===== config.mk =====
export PLATFORM = sky130hd
export DESIGN_NAME = iob_uart_tx_arb
export DESIGN_NICKNAME = d
export VERILOG_FILES = /design/src/rtl/iob_uart_tx_arb_pkg.sv /design/src/rtl/iob_rr_pick.sv /design/src/rtl/iob_uart_tx_arb.sv
export SDC_FILE = /design/constraint.sdc
export NUM_CORES = 1
export LEC_CHECK = 0
export CORE_MARGIN = 2
export CORE_UTILIZATION = 48
export CTS_CLUSTER_DIAMETER = 100
export CTS_CLUSTER_SIZE = 12
export DETAILED_ROUTE_END_ITERATION = 10
export GPL_ROUTABILITY_DRIVEN = 0
export PLACE_DENSITY = 0.86
export SETUP_SLACK_MARGIN = 0.4
export SKIP_CTS_REPAIR_TIMING = 1
export SYNTH_ARGS = -nofsm -noshare
export SYNTH_HDL_FRONTEND = slang
export SYNTH_SLANG_ARGS = --single-unit

===== constraint.sdc =====
create_clock -name clk_i -period 5.3 [get_ports clk_i]
set_clock_uncertainty 0.15 [all_clocks]
set_input_delay 1.06 -clock clk_i [delete_from_list [all_inputs] [get_ports clk_i]]
set_output_delay 1.06 -clock clk_i [all_outputs]
set_load 0.01 [all_outputs]

===== src/rtl/iob_uart_tx_arb_pkg.sv =====
// Shared definitions for the UART transmit arbiter: FSM state encodings and guard counter width.
package iob_uart_tx_arb_pkg;

   localparam int unsigned GuardCntW = 4;

   localparam logic [1:0] StIdleEnc   = 2'd0;
   localparam logic [1:0] StWaitTxEnc = 2'd1;
   localparam logic [1:0] StWriteEnc  = 2'd2;
   localparam logic [1:0] StGuardEnc  = 2'd3;

   typedef enum logic [1:0] {
      StIdle   = StIdleEnc,
      StWaitTx = StWaitTxEnc,
      StWrite  = StWriteEnc,
      StGuard  = StGuardEnc
   } arb_state_e;

endpackage


===== src/rtl/iob_rr_pick.sv =====
// Combinational round-robin picker: first set request at or after ptr_i (wrapping), one-hot out.
module iob_rr_pick #(
   parameter int unsigned N    = 4,
   parameter int unsigned PtrW = $clog2(N)
) (
   input  logic [N-1:0]    req_i,
   input  logic [PtrW-1:0] ptr_i,
   output logic [N-1:0]    gnt_o
);

   logic            found;
   logic [PtrW-1:0] idx;

   always_comb begin
      gnt_o = '0;
      found = 1'b0;
      idx   = '0;
      for (int i = 0; i < N; i++) begin
         idx = PtrW'((int'(ptr_i) + i) % N);
         if (!found && req_i[idx]) begin
            gnt_o[idx] = 1'b1;
            found      = 1'b1;
         end
      end
   end

endmodule


===== src/rtl/iob_uart_tx_arb.sv =====
// Packet-locked round-robin arbiter feeding bytes from N_REQ requesters into uart_core,
// with a post-write guard window during which the transmitter-idle flag is ignored.
module iob_uart_tx_arb
   import iob_uart_tx_arb_pkg::*;
#(
   parameter int unsigned N_REQ  = 4,
   parameter int unsigned DATA_W = 8,
   parameter int unsigned GUARD  = 2
) (
   input  logic                    clk_i,
   input  logic                    arst_n_i,
   input  logic                    soft_rst_i,
   input  logic                    en_i,
   input  logic [N_REQ-1:0]        req_valid_i,
   input  logic [N_REQ*DATA_W-1:0] req_data_i,
   input  logic [N_REQ-1:0]        req_last_i,
   output logic [N_REQ-1:0]        req_ready_o,
   input  logic                    tx_ready_i,
   output logic [DATA_W-1:0]       tx_data_o,
   output logic                    tx_write_en_o,
   output logic [N_REQ-1:0]        grant_o,
   output logic                    busy_o
);

   localparam int unsigned PtrW = $clog2(N_REQ);

   arb_state_e            state_q, state_d;
   logic [N_REQ-1:0]      grant_q, grant_d;
   logic [PtrW-1:0]       last_owner_q, last_owner_d;
   logic [DATA_W-1:0]     data_q, data_d;
   logic                  last_q, last_d;
   logic [GuardCntW-1:0]  guard_cnt_q, guard_cnt_d;

   logic [PtrW-1:0]       own_idx;
   logic                  own_valid;
   logic                  own_last;
   logic [DATA_W-1:0]     own_data;
   logic [PtrW-1:0]       rr_ptr;
   logic [N_REQ-1:0]      pick;

   // Owner-side mux driven by the one-hot grant register.
   always_comb begin
      own_idx   = '0;
      own_valid = 1'b0;
      own_last  = 1'b0;
      own_data  = '0;
      for (int k = 0; k < N_REQ; k++) begin
         if (grant_q[k]) begin
            own_idx   = PtrW'(k);
            own_valid = req_valid_i[k];
            own_last  = req_last_i[k];
            own_data  = req_data_i[k*DATA_W +: DATA_W];
         end
      end
   end

   assign rr_ptr = (last_owner_q == PtrW'(N_REQ - 1)) ? '0 : last_owner_q + 1'b1;

   iob_rr_pick #(
      .N    (N_REQ),
      .PtrW (PtrW)
   ) u_rr_pick (
      .req_i (req_valid_i),
      .ptr_i (rr_ptr),
      .gnt_o (pick)
   );

   always_comb begin
      state_d      = state_q;
      grant_d      = grant_q;
      last_owner_d = last_owner_q;
      data_d       = data_q;
      last_d       = last_q;
      guard_cnt_d  = guard_cnt_q;
      req_ready_o  = '0;

      unique case (state_q)
         StIdle: begin
            if (en_i && (|req_valid_i)) begin
               grant_d = pick;
               state_d = StWaitTx;
            end
         end
         StWaitTx: begin
            req_ready_o = grant_q & {N_REQ{own_valid & tx_ready_i}};
            if (own_valid && tx_ready_i) begin
               data_d  = own_data;
               last_d  = own_last;
               state_d = StWrite;
            end
         end
         StWrite: begin
            guard_cnt_d = '0;
            state_d     = StGuard;
         end
         StGuard: begin
            if (guard_cnt_q == GuardCntW'(GUARD - 1)) begin
               guard_cnt_d = '0;
               if (last_q) begin
                  last_owner_d = own_idx;
                  grant_d      = '0;
                  state_d      = StIdle;
               end else begin
                  state_d = StWaitTx;
               end
            end else begin
               guard_cnt_d = guard_cnt_q + 1'b1;
            end
         end
         default: state_d = StIdle;
      endcase

      // Soft reset overrides every transition, including mid-packet.
      if (soft_rst_i) begin
         state_d      = StIdle;
         grant_d      = '0;
         last_owner_d = PtrW'(N_REQ - 1);
         data_d       = '0;
         last_d       = 1'b0;
         guard_cnt_d  = '0;
      end
   end

   always_ff @(posedge clk_i or negedge arst_n_i) begin
      if (!arst_n_i) begin
         state_q      <= StIdle;
         grant_q      <= '0;
         last_owner_q <= PtrW'(N_REQ - 1);
         data_q       <= '0;
         last_q       <= 1'b0;
         guard_cnt_q  <= '0;
      end else begin
         state_q      <= state_d;
         grant_q      <= grant_d;
         last_owner_q <= last_owner_d;
         data_q       <= data_d;
         last_q       <= last_d;
         guard_cnt_q  <= guard_cnt_d;
      end
   end

   assign tx_write_en_o = (state_q == StWrite);
   assign busy_o        = (state_q != StIdle);
   assign grant_o       = grant_q;
   assign tx_data_o     = data_q;

endmodule


==> flow_metrics.env <==
export IMPL_drv_slew=0
export IMPL_p_leak_nw=0.935
export IMPL_yosysWarnings=0
export IMPL_drc=0
export IMPL_num_rows=21
export IMPL_synth_main_ff_cell="dfrtp_1"
export IMPL_hold_violations=0
export IMPL_drtPass1Iterations=5
export IMPL_relSlewSlack=0.362
export IMPL_max_freq_mhz=236
export IMPL_start_util=0.499
export IMPL_p_per_area_nw_per_um2=251
export IMPL_grt_max_degree=25
export IMPL_whs_path_depth=1
export IMPL_wl_um=4600
export IMPL_yosysTopAreaCellShare=0.285
export IMPL_clk_latency_ns=0.32
export IMPL_r2r_start="grant_o[1]"
export IMPL_synth_edf_count=0
export IMPL_fin_ws_ns=1.07
export IMPL_drtAntennaViolNets=0
export IMPL_holdWs_ns=0.349
export IMPL_place_area_sq_um=2300
export IMPL_path_class="flip-flop to output pin"
export IMPL_vias_per_cell=6.02
export IMPL_dp_cells=296
export IMPL_rsz0062_at_grt="no"
export IMPL_pre_cts_slack_ns=1.10
export IMPL_ys_ff_latch=21
export IMPL_status="complete, no violations"
export IMPL_yosysUniqueCellTypes=45
export IMPL_start_kind="flip-flop"
export IMPL_syn_inst=197
export IMPL_grt_usage=0.241
export IMPL_numCtsBuffers=3
export IMPL_nNetsFinal=312
export IMPL_cts_htree_levels=1
export IMPL_ys_seq_area_frac=0.317
export IMPL_dieArea_sq_um=3960
export IMPL_setup_viol=0
export IMPL_cts_tree="built"
export IMPL_clk_pin_slew_ns=0.13
export IMPL_post_route_util=0.698
export IMPL_rr_worst_depth=5
export IMPL_async_flop_share=1.00
export IMPL_fin_cells=300
export IMPL_crit_path_start="grant_o[1]"
export IMPL_final_area_sq_um=2330
export IMPL_netlist_top_cells_count="dfrtp_1 (19), a21oi_1 (16), nor2_1 (16)"
export IMPL_min_path_type="flip-flop to flip-flop"
export IMPL_required_ns=4.09
export IMPL_period_share=0.798
export IMPL_holdPathEnd="tx_data_o[0]"
export IMPL_path_max_fanout=15
export IMPL_r2r_end="tx_data_o[3]"
export IMPL_totalPowerFinal_uw=585
export IMPL_placeableCoreArea_sq_um=3340
export IMPL_clock_path_buffers=2
export IMPL_synthMostInstantiatedCell="dfrtp_1"
export IMPL_grt_first_pass_wirelength_um=7820
export IMPL_ys_top_cells_by_area="dfrtp_1 (29%), ha_1 (9.0%), o2bb2ai_1 (5.8%)"
export IMPL_peakVddDrop_uv=195
export IMPL_cts_sinks=21
export IMPL_worst_pin_slew_ns=0.954
export IMPL_dp_hpwl_um=3520
export IMPL_fin_crit_ns=4.23
export IMPL_port_buffer_count=62
export IMPL_syn_area_per_cell_sq_um=8.46
export IMPL_antenna_cells=0
export IMPL_drtIter0Drc=151
export IMPL_post_drt_wl_per_cell_um=15.3
export IMPL_cap_violations=0
export IMPL_syn_nets=254
export IMPL_ioPinCount=63
export IMPL_grt_pass1_vias=1634
export IMPL_hold_path_startpoint="tx_data_o[0]"
export IMPL_drive_gt1_frac=0.0512
export IMPL_yosys_area_top_type="dfrtp_1"
export IMPL_finalSetupTns_ns=0
export IMPL_end_kind="output pin"
export IMPL_cp_arrival_ns=3.02
export IMPL_syn_to_final_growth_pct=39.8
export IMPL_synth_area_sq_um=1670
export IMPL_antenna_found_initial=0
export IMPL_via_count=1805
export IMPL_die_y_um=62.9
export IMPL_grt_overflow_total=0
export IMPL_cts_root_buf="clkbuf_4"
export IMPL_r2r_slack_ns=2.60
export IMPL_die_x_um=62.9
==> state kept, by name (all words and copies together) (netlist names) <==
name          cells
last_owner_q      2
tx_data_o         8
state_q           2
grant_o           4
last_q            1
guard_cnt_q       4
==> kinds of logic (layout without fill, tap and decap cells) <==
kind of cell	count (synthesis)	after routing	share of synthesized area
muxes	6	6	0.0443
buffers and inverters	20	77	0.0503
AOI/OAI and AO/OA	63	63	0.266
adders and majority gates	12	12	0.0901
DFF	21	21	0.317
and+or+nand+nor	75	75	0.233
==> per-layer routing <==
metal  global-route usage  up-vias  share of wire
met5                    0        -              0
met4               0.0417        0         0.0063
met3               0.0270        5          0.062
met2                0.394       84           0.46
met1                0.348      852           0.47
li1                     -      864              -
==> how the worst max path moves through the flow <==
stage               depth (start not counted)        endpoint
detailed placement                          6  req_ready_o[3]
global placement                            6  req_ready_o[2]
floorplan                                   4  req_ready_o[2]
global route                                6  req_ready_o[2]
finish                                      6  req_ready_o[3]
CTS                                         6  req_ready_o[3]
==> report_power, final <==
group / switching (mW) / internal [mW] / total (mW)
registers: 0.0325 / 0.177 / 0.209
logic: 0.154 / 0.139 / 0.293
clock network: 0.0538 / 0.0283 / 0.0821
==> placed cells by master, fill, tap and decap left out, drive strengths merged, types with 3 or more instances in the layout <==
master	instances
nor3	12
mux2i	4
and2	3
o21ai	12
and3	3
inv	11
nor2b	3
clkdlybuf4s50	62
nor2	16
a221oi	9
nand2	12
nand4	3
a21oi	17
nand3	9
a31oi	5
clkbuf	3
dfrtp	19
o2bb2ai	11
nand3b	4
ha	12
==> worst max-delay path: stages, from the launching register on <==
cell and delay [ns]:
dfrtp_1 0.58, nor2b_1 0.68, a31oi_1 0.19, a31oi_2 0.40
nand2_1 0.13, nor2_1 0.16, clkdlybuf4s50_1 0.56
==> cell type report <==
type | instances | area, sq um
timing repair buffer | 62 | 621
inverter | 11 | 41.3
multi-input combinational | 156 | 1050
sequential | 21 | 528
clock inverter | 1 | 5.00
clock buffer | 3 | 22.5
tap | 46 | 57.6
fill | 279 | 1010
Note: power is estimated with default switching activity, not from simulation.
